`src/rtl/vga_timing_pkg.sv`:
```
// Shared VGA timing constants: counter width and the
// power-on 640x480@60 segment lengths and sync polarities.
package vga_timing_pkg;

    localparam int VGA_CNT_W = 12;

    localparam int VGA_H_ACT = 640;
    localparam int VGA_H_FP  = 16;
    localparam int VGA_H_SYN = 96;
    localparam int VGA_H_BP  = 48;

    localparam int VGA_V_ACT = 480;
    localparam int VGA_V_FP  = 10;
    localparam int VGA_V_SYN = 2;
    localparam int VGA_V_BP  = 33;

    localparam logic VGA_H_POL = 1'b0;
    localparam logic VGA_V_POL = 1'b0;

endpackage

```
`src/rtl/vga_axis_timer.sv`:
```
// One timing axis: position counter, wrap detect and
// combinational sync/active decode for the current position.
module vga_axis_timer
    import vga_timing_pkg::*;
#(
    parameter int CNT_W = VGA_CNT_W
) (
    input  logic             clk,
    input  logic             rst_n,
    input  logic             advance,
    input  logic [CNT_W-1:0] act,
    input  logic [CNT_W-1:0] fp,
    input  logic [CNT_W-1:0] syn,
    input  logic [CNT_W-1:0] bp,
    input  logic             pol,
    output logic [CNT_W+1:0] cnt,
    output logic             wrap,
    output logic             sync,
    output logic             active
);

    localparam int TW = CNT_W + 2;

    logic [TW-1:0] syn_lo;
    logic [TW-1:0] syn_hi;
    logic [TW-1:0] total;

    // Extra two bits keep the four-segment sum from overflowing.
    assign syn_lo = TW'(act) + TW'(fp);
    assign syn_hi = syn_lo + TW'(syn);
    assign total  = syn_hi + TW'(bp);

    assign wrap   = (cnt == total - TW'(1));
    assign active = (cnt < TW'(act));
    assign sync   = (cnt >= syn_lo && cnt < syn_hi) ? pol : ~pol;

    always_ff @(posedge clk or negedge rst_n) begin
        if (!rst_n) begin
            cnt <= '0;
        end else if (advance) begin
            cnt <= wrap ? '0 : cnt + TW'(1);
        end
    end

endmodule

```
`src/rtl/vga_timing_gen.sv`:
```
// VGA sync generator with run-time timing reconfiguration that is
// deferred to the frame boundary so a frame never changes shape.
module vga_timing_gen
    import vga_timing_pkg::*;
#(
    parameter int   CNT_W   = VGA_CNT_W,
    parameter int   H_ACT_D = VGA_H_ACT,
    parameter int   H_FP_D  = VGA_H_FP,
    parameter int   H_SYN_D = VGA_H_SYN,
    parameter int   H_BP_D  = VGA_H_BP,
    parameter int   V_ACT_D = VGA_V_ACT,
    parameter int   V_FP_D  = VGA_V_FP,
    parameter int   V_SYN_D = VGA_V_SYN,
    parameter int   V_BP_D  = VGA_V_BP,
    parameter logic H_POL_D = VGA_H_POL,
    parameter logic V_POL_D = VGA_V_POL
) (
    input  logic             clk,
    input  logic             rst_n,
    input  logic             en,
    input  logic             cfg_load,
    input  logic [CNT_W-1:0] cfg_h_act,
    input  logic [CNT_W-1:0] cfg_h_fp,
    input  logic [CNT_W-1:0] cfg_h_syn,
    input  logic [CNT_W-1:0] cfg_h_bp,
    input  logic [CNT_W-1:0] cfg_v_act,
    input  logic [CNT_W-1:0] cfg_v_fp,
    input  logic [CNT_W-1:0] cfg_v_syn,
    input  logic [CNT_W-1:0] cfg_v_bp,
    input  logic             cfg_h_pol,
    input  logic             cfg_v_pol,
    output logic             hsync,
    output logic             vsync,
    output logic             de,
    output logic             line_start,
    output logic             frame_start,
    output logic [CNT_W-1:0] x,
    output logic [CNT_W-1:0] y,
    output logic             cfg_busy,
    output logic             cfg_err
);

    typedef struct packed {
        logic [CNT_W-1:0] h_act;
        logic [CNT_W-1:0] h_fp;
        logic [CNT_W-1:0] h_syn;
        logic [CNT_W-1:0] h_bp;
        logic [CNT_W-1:0] v_act;
        logic [CNT_W-1:0] v_fp;
        logic [CNT_W-1:0] v_syn;
        logic [CNT_W-1:0] v_bp;
        logic             h_pol;
        logic             v_pol;
    } timing_t;

    localparam timing_t TIM_D = '{
        h_act: CNT_W'(H_ACT_D),
        h_fp:  CNT_W'(H_FP_D),
        h_syn: CNT_W'(H_SYN_D),
        h_bp:  CNT_W'(H_BP_D),
        v_act: CNT_W'(V_ACT_D),
        v_fp:  CNT_W'(V_FP_D),
        v_syn: CNT_W'(V_SYN_D),
        v_bp:  CNT_W'(V_BP_D),
        h_pol: H_POL_D,
        v_pol: V_POL_D
    };

    timing_t cur;
    timing_t pend;
    timing_t cfg_in;

    logic [CNT_W+1:0] h_cnt;
    logic [CNT_W+1:0] v_cnt;
    logic h_wrap, v_wrap;
    logic h_sync, v_sync;
    logic h_act_n, v_act_n;
    logic de_n;
    logic cfg_ok;
    logic load_ok;
    logic frame_wrap;

    assign cfg_in = '{
        h_act: cfg_h_act, h_fp: cfg_h_fp,
        h_syn: cfg_h_syn, h_bp: cfg_h_bp,
        v_act: cfg_v_act, v_fp: cfg_v_fp,
        v_syn: cfg_v_syn, v_bp: cfg_v_bp,
        h_pol: cfg_h_pol, v_pol: cfg_v_pol
    };

    // Zero-length porches are fine; zero active or sync is not.
    assign cfg_ok = (cfg_h_act != '0) && (cfg_h_syn != '0) &&
                    (cfg_v_act != '0) && (cfg_v_syn != '0);
    assign load_ok    = cfg_load & cfg_ok;
    assign frame_wrap = en & h_wrap & v_wrap;
    assign de_n       = h_act_n & v_act_n;

    vga_axis_timer #(.CNT_W(CNT_W)) u_h (
        .clk     (clk),
        .rst_n   (rst_n),
        .advance (en),
        .act     (cur.h_act),
        .fp      (cur.h_fp),
        .syn     (cur.h_syn),
        .bp      (cur.h_bp),
        .pol     (cur.h_pol),
        .cnt     (h_cnt),
        .wrap    (h_wrap),
        .sync    (h_sync),
        .active  (h_act_n)
    );

    vga_axis_timer #(.CNT_W(CNT_W)) u_v (
        .clk     (clk),
        .rst_n   (rst_n),
        .advance (en & h_wrap),
        .act     (cur.v_act),
        .fp      (cur.v_fp),
        .syn     (cur.v_syn),
        .bp      (cur.v_bp),
        .pol     (cur.v_pol),
        .cnt     (v_cnt),
        .wrap    (v_wrap),
        .sync    (v_sync),
        .active  (v_act_n)
    );

    // A load landing on the wrap edge takes effect immediately.
    always_ff @(posedge clk or negedge rst_n) begin
        if (!rst_n) begin
            cur      <= TIM_D;
            pend     <= '0;
            cfg_busy <= 1'b0;
            cfg_err  <= 1'b0;
        end else begin
            cfg_err <= cfg_load & ~cfg_ok;
            if (frame_wrap) begin
                if (load_ok) begin
                    cur <= cfg_in;
                end else if (cfg_busy) begin
                    cur <= pend;
                end
                cfg_busy <= 1'b0;
            end else if (load_ok) begin
                pend     <= cfg_in;
                cfg_busy <= 1'b1;
            end
        end
    end

    always_ff @(posedge clk or negedge rst_n) begin
        if (!rst_n) begin
            hsync       <= ~H_POL_D;
            vsync       <= ~V_POL_D;
            de          <= 1'b0;
            x           <= '0;
            y           <= '0;
            line_start  <= 1'b0;
            frame_start <= 1'b0;
        end else if (en) begin
            hsync       <= h_sync;
            vsync       <= v_sync;
            de          <= de_n;
            x           <= de_n ? h_cnt[CNT_W-1:0] : '0;
            y           <= de_n ? v_cnt[CNT_W-1:0] : '0;
            line_start  <= (h_cnt == '0);
            frame_start <= (h_cnt == '0) && (v_cnt == '0);
        end
    end

endmodule

```
`config.mk`:
```
export PLATFORM = sky130hd
export DESIGN_NAME = vga_timing_gen
export DESIGN_NICKNAME = d
export VERILOG_FILES = /design/src/rtl/vga_timing_pkg.sv /design/src/rtl/vga_axis_timer.sv /design/src/rtl/vga_timing_gen.sv
export SDC_FILE = /design/constraint.sdc
export NUM_CORES = 1
export LEC_CHECK = 0
export CAP_MARGIN = 20
export CORE_AREA = 2 2 176 178
export CTS_BUF_LIST = sky130_fd_sc_hd__clkbuf_16
export DETAILED_ROUTE_END_ITERATION = 10
export DIE_AREA = 0 0 178 180
export PLACE_DENSITY = 0.76
export SYNTH_ARGS = -nofsm -noshare
export SYNTH_HDL_FRONTEND = slang
export SYNTH_SLANG_ARGS = --single-unit
```
`constraint.sdc`:
```
create_clock -name clk -period 8.4 [get_ports clk]
set_input_delay 2.52 -clock clk [delete_from_list [all_inputs] [get_ports clk]]
set_output_delay 2.52 -clock clk [all_outputs]
set_load 0.03 [all_outputs]
```
==> qor.csv, run 1 <==
metric;value;unit
crit_top_cell;a21oi_1;
syn_nets;1856;
cp-end-kind;flip-flop;
clk_latency;0.55;ns
period_share;88.08;%
cts_hold_buf;0;
ys_seq_elements;255;
nets;1954;
seq_area_frac_synth;39.17;%
drt_iter0_drc;779;
cts_tree;yes;
cts-root-buf;clkbuf_16;
place_hpwl;29310;µm
port_buffers;132;
synth_edf_count;0;
cp_data_arrival_time;7.83;ns
routed_wl;40970;µm
core_area;30190;µm²
clock.fmax;135.2;MHz
syn_area;16350;µm²
worst_pin_slew;1.006;ns
synth_ff_type;dfrtp_1;
numCtsBuffers;27;
critical_path.max_stage_delay;0.70;ns
final_common_cell;dfrtp_1;
antenna_found_initial;0;
post_cts_buffers;0;
cts_max_level;1;
die-height;180;µm
hold_violations;0;
status;finished clean;
avgSynthCellArea;10.35;µm²
placed_area;17980;µm²
viasPerCell;6.067;
maxSlewViolCount;0;
critPathLaunchType;flip-flop;
cts.sinks;255;
synth_cells;1580;
die_w;178;µm
post_cts_resized;0;
crit_slowest_cell;buf_4;
final_area;18870;µm²
drv_cap;0;
die_area;32040;µm²
dr_total_vias;12710;
yosysWarningCount;0;
path_clk_slew;0.06;ns
drc_errors;0;
grt_use_total;25.89;%
clock-skew-final;0.01166;ns
grt_pass1_vias;12760;
start_util;54.16;%
place.gp.congestion;0.9033;
grt_start_max_net_pins;186;
leakagePower;0.008522;µW
layout-drive-gt1-share;9.888;%
clock_path_buffers;3;
ant_nets;0;
dr.pass1.iters;5;
grt_first_pass_wirelength;66830;µm
setup_violations;0;
critPathMaxFanout;66;
crit_type;reg2reg;
max_slew_margin;32.93;%
synth_cell_types;77;
num_rows;64;
diodes;0;
grt-ovfl-total;0;
rsz0062_at_grt;no;
fin_crit;7.399;ns
worst_ir_drop_vdd;0.1895;mV
setup_tns;0;ns
async_flop_share;100.0;%
ios;133;
crit_required;8.83;ns
hp-class;reg2reg;
final_cell_mix;dfrtp_1, ha_1, inv_1;
power_density;224.3;nW/µm²
area_delta_synth_final;15.41;%
post_drt_wl_per_cell;19.56;µm
routing by layer:
| layer | vias up | global-route usage (%) | part of all wire [%] |
|---|---|---|---|
| li1 | 6073 | - | - |
| met1 | 6260 | 33.76 | 43 |
| met2 | 287 | 44.50 | 49 |
| met3 | 91 | 3.003 | 3.9 |
| met4 | 0 | 8.820 | 3.7 |
| met5 | - | 0 | 0 |
area by class of cell:
class,count,area [µm²]
tap,396,495.5
clock buffer,27,675.6
inverter,132,495.5
fill,2487,11320
timing repair buffer,144,1441
clock inverter,23,212.7
multi-input combinational,1118,9145
sequential,255,6404
worst max-delay path, delay by kind of cell, from the launching register on:
family          cells  cell delay, ns
compound gates     13            2.35
simple gates        7            1.59
fa+ha+maj           3            1.01
xor+xnor            4            0.71
buf+inv             1            0.70
mux                 1            0.42
flops               1            0.40
worst paths after layout:
check | startpoint | end | slack, ns | cells after the start
hold reg to reg | de$_DFFE_PN0P_ | de$_DFFE_PN0P_ | 0.49 | 1
setup reg to reg | cur[75]$_DFFE_PN0P_ | pend[21]$_DFFE_PN0P_ | 1.00 | 29
hold / removal | de$_DFFE_PN0P_ | de$_DFFE_PN0P_ | 0.49 | 1
setup / recovery | cur[75]$_DFFE_PN0P_ | pend[21]$_DFFE_PN0P_ | 1.00 | 29
max in group asynchronous | rst_n | pend[2]$_DFFE_PN0P_ | 5.13 | 2
min in group asynchronous | rst_n | pend[71]$_DFFE_PN0P_ | 1.91 | 1
metrics by stage:
stage	utilization, %	hold slack, ns	worst slack, ns	std cells	power (µW)
CTS	62.50	0.4957	1.051	2095	4251
global placement	59.56	0.4713	1.202	2045	3007
detailed placement	59.56	0.4819	1.095	2045	3038
global route	62.50	0.5057	0.3441	2095	4499
finish	62.50	0.4881	1.001	2095	4233
floorplan	-	0.4651	1.919	1580	2604
state kept, by name, summed over array words and instances, names as in the netlist:
signal / count
pend: 98
hsync: 1
u_h.cnt: 14
line_start: 1
vsync: 1
frame_start: 1
x: 12
cfg_err: 1
cfg_busy: 1
cur: 98
u_v.cnt: 14
de: 1
y: 12
Yosys cell counts (all sizes together) (3+ instances only):
| master | count | area, µm² |
|---|---|---|
| buf | 25 | 146.4 |
| o31ai | 9 | 95.09 |
| a21boi | 4 | 30.03 |
| or3 | 4 | 25.02 |
| a221o | 3 | 30.03 |
| nor2 | 53 | 198.9 |
| fa | 6 | 120.1 |
| nand2b | 25 | 156.4 |
| o21ai | 64 | 320.3 |
| o22ai | 103 | 644.4 |
| or4 | 4 | 30.03 |
| a2bb2oi | 98 | 858.3 |
| nor2b | 11 | 68.82 |
| and3 | 20 | 125.1 |
| a22oi | 3 | 22.52 |
| a21oi | 57 | 285.3 |
| a31oi | 6 | 37.54 |
| o211ai | 6 | 45.04 |
| inv | 132 | 495.5 |
| nor4b | 3 | 26.28 |
| dfstp | 18 | 473.0 |
| mux2i | 4 | 40.04 |
| clkbuf | 50 | 187.7 |
| xor2 | 39 | 341.6 |
| ha | 168 | 2102 |
| mux2 | 99 | 1115 |
| nor4 | 21 | 146.4 |
| xnor2 | 63 | 559.3 |
| or2 | 7 | 43.80 |
| a41oi | 3 | 26.28 |
| and2 | 13 | 81.33 |
| and4 | 3 | 26.28 |
| o21a | 15 | 112.6 |
| nand2 | 33 | 123.9 |
| o21bai | 8 | 60.06 |
| nor3 | 17 | 90.09 |
| o2bb2ai | 3 | 26.28 |
| a211oi | 11 | 87.58 |
| a22o | 24 | 210.2 |
| nand3 | 26 | 135.1 |
| dfrtp | 237 | 5931 |
| nand4 | 12 | 75.07 |
| a21o | 40 | 300.3 |
logic make-up after synthesis:
family,synth area share [%]
AND/OR/NAND/NOR,8.640
XOR/XNOR,5.648
buffers and inverters,5.074
adder cells (fa/ha/maj),13.65
flip-flops,39.17
AO/OA/AOI/OAI,20.75
multiplexers,7.064
power breakdown:
part	switching [µW]	total, µW	internal [µW]	leakage [µW]
sequential	125	1470	1340	0.00316
combinational	847	1560	717	0.00491
clock	497	1200	706	0.000458
total	1470	4230	2760	0.00852
(Power assumes the default switching activity.)
==> run 2, diff against run 1 <==
Settings changed: DONT_BUFFER_PORTS set to 1, PLACE_DENSITY 0.76 to 0.71.
==> run 2 against run 1 <==
  * Worst setup slack gained 0.17 ns
  * Global-route usage up 0.26 points
  * Final cell count decreased by 6.2%
  * Utilization down 4.1 points
  * Sequential share of layout area grew 2.4 points
  * Sequential power grew 3%
  * Critical endpoint is now pend[25]$_DFFE_PN0P_
  * Die area did not move
  * Clock skew up 0.019 ns
  * Clock-buffer cell count up 1
  * Total power fell by 0.76%
  * Flip-flop and latch count unchanged
==> qor.csv, run 2 (same netlist as run 1, synthesis figures left out) <==
metric;value;unit;change
status;finished clean;;
setup_violations;0;;unchanged
cts_max_level;1;;unchanged
die_area;32040;µm²;unchanged
numCtsBuffers;28;;+3.7%
crit_type;reg2reg;;
port_buffers;0;;-100%
maxSlewViolCount;0;;unchanged
r2r_cells;29;;unchanged
grt_start_max_net_pins;256;;+38%
worstHoldEndpoint;pend[17]$_DFFE_PN0P_;;
ant_nets;0;;unchanged
r2r-start;cur[75]$_DFFE_PN0P_;;
cts.sinks;255;;unchanged
period_share;86.10;%;-2.0 points
cts_hold_buf;0;;unchanged
start_util;54.16;%;unchanged
nets;1824;;-6.7%
grt_use_total;26.15;%;+0.26 points
grt-ovfl-total;0;;unchanged
place_hpwl;29170;µm;-0.47%
post_drt_wl_per_cell;20.94;µm;+7.1%
drc_errors;0;;unchanged
grt_first_pass_wirelength;66920;µm;+0.13%
die_w;178;µm;unchanged
fin_crit;7.233;ns;-0.1664 ns
clock-skew-final;0.03059;ns;+0.01892 ns
worst_pin_slew;0.9305;ns;-0.07549 ns
final_util;58.37;%;-4.1 points
post_cts_buffers;0;;unchanged
cts-root-buf;clkbuf_16;;
max_slew_margin;37.96;%;+5.0 points
num_rows;64;;unchanged
final_cell_mix;dfrtp_1, ha_1, inv_1;;
die-height;180;µm;unchanged
path_clk_slew;0.06;ns;about the same
clock.fmax;138.3;MHz;+2.3%
drt_iter0_drc;679;;-13%
grt_pass1_vias;12440;;-2.5%
clock_path_buffers;3;;unchanged
dr.pass1.iters;5;;unchanged
diodes;0;;unchanged
rsz0062_at_grt;no;;
setup_tns;0;ns;unchanged
r2r_setup_slack;1.17;ns;+0.17 ns
area_delta_synth_final;7.775;%;
hold_start;pend[17]$_DFFE_PN0P_;;
leakagePower;0.008041;µW;-5.6%
r2r-end;pend[25]$_DFFE_PN0P_;;
place.gp.congestion;0.9072;;+0.43%
viasPerCell;6.246;;+2.9%
dr_total_vias;12280;;-3.4%
ios;133;;unchanged
critical_path.max_stage_delay;0.41;ns;-0.29 ns
clk_latency;0.58;ns;+0.03 ns
crit_slowest_cell;o31ai_4;;
cts_tree;yes;;
hold_violations;0;;unchanged
cp_data_arrival_time;7.67;ns;-0.16 ns
crit_top_cell;a21oi_1;;
cp-end-kind;flip-flop;;
power_density;238.4;nW/µm²;+6.3%
critPathMaxFanout;66;;unchanged
holdPathStages;1;;unchanged
antenna_found_initial;0;;unchanged
final_common_cell;dfrtp_1;;
worst_ir_drop_vdd;0.1685;mV;-11%
hp-class;reg2reg;;
drv_cap;0;;unchanged
post_cts_resized;0;;unchanged
routed_wl;41170;µm;+0.47%
core_area;30190;µm²;unchanged
critPathLaunchType;flip-flop;;
crit_required;8.84;ns;about the same
reg_top3;cur x98, pend x98;;
layout-drive-gt1-share;10.83;%;+0.94 points
run 2: metal layers:
metal / global-route usage, % / wire, µm / part of all wire, % / up-vias
met5: 0 / 0 / 0 / -
met4: 8.852 / 1375 / 3.3 / 0
met3: 4.103 / 2244 / 5.5 / 82
met2: 44.62 / 20330 / 49 / 304
met1: 33.70 / 17210 / 42 / 6091
li1: - / - / - / 5803
run 2: worst max-delay path, delay by kind of cell (launching register included):
kind | cells | cell delay [ns]
AO/OA/AOI/OAI | 13 | 2.63
AND/OR/NAND/NOR | 7 | 1.54
adder cells (fa/ha/maj) | 3 | 0.99
XOR/XNOR | 4 | 0.69
flip-flops | 1 | 0.39
multiplexers | 1 | 0.39
buffers and inverters | 1 | 0.38
run 2: area by class of cell:
cell class / count / area, µm²
clock buffer: 28 / 700.7
clock inverter: 24 / 270.3
fill: 2576 / 12570
inverter: 132 / 495.5
multi-input combinational: 1118 / 9145
sequential: 255 / 6404
tap: 396 / 495.5
timing repair buffer: 13 / 110.1
run 2: power breakdown:
part	total [µW]	switching (µW)	internal, µW
Combinational	1400	760	642
Sequential	1510	170	1340
Clock	1290	524	764
run 2: how the worst max path moves through the flow:
stage / from / to / slack, ns / cells after the start
final: cur[75]$_DFFE_PN0P_ / pend[25]$_DFFE_PN0P_ / 1.17 / 29
after floorplan: cur[75]$_DFFE_PN0P_ / pend[10]$_DFFE_PN0P_ / 1.92 / 32
after global routing: cur[87]$_DFFE_PN0P_ / pend[25]$_DFFE_PN0P_ / 0.52 / 29
after global placement: cur[75]$_DFFE_PN0P_ / pend[19]$_DFFE_PN0P_ / 1.46 / 29
after CTS: cur[75]$_DFFE_PN0P_ / pend[25]$_DFFE_PN0P_ / 1.18 / 29
after detailed placement: cur[75]$_DFFE_PN0P_ / pend[22]$_DFFE_PN0P_ / 1.23 / 29
run 2: per-stage QoR:
| step | hold slack, ns | cell area (µm²) | setup WS (ns) | cells | total power (µW) |
|---|---|---|---|---|---|
| global route | 0.5047 | 17620 | 0.5244 | 1966 | 4465 |
| CTS | 0.4951 | 17620 | 1.178 | 1966 | 4221 |
| finish | 0.4917 | 17620 | 1.167 | 1966 | 4201 |
| global placement | 0.4739 | 16650 | 1.458 | 1914 | 2886 |
| detailed placement | 0.4819 | 16650 | 1.232 | 1914 | 2919 |
| floorplan | 0.4651 | 16350 | 1.919 | 1580 | 2604 |
==> run 3, diff against run 2 <==
Settings changed: CTS_CLUSTER_DIAMETER set to 100.
==> results of run 3 <==
No change in the layout: final DEF, timing and power equal those of run 2.
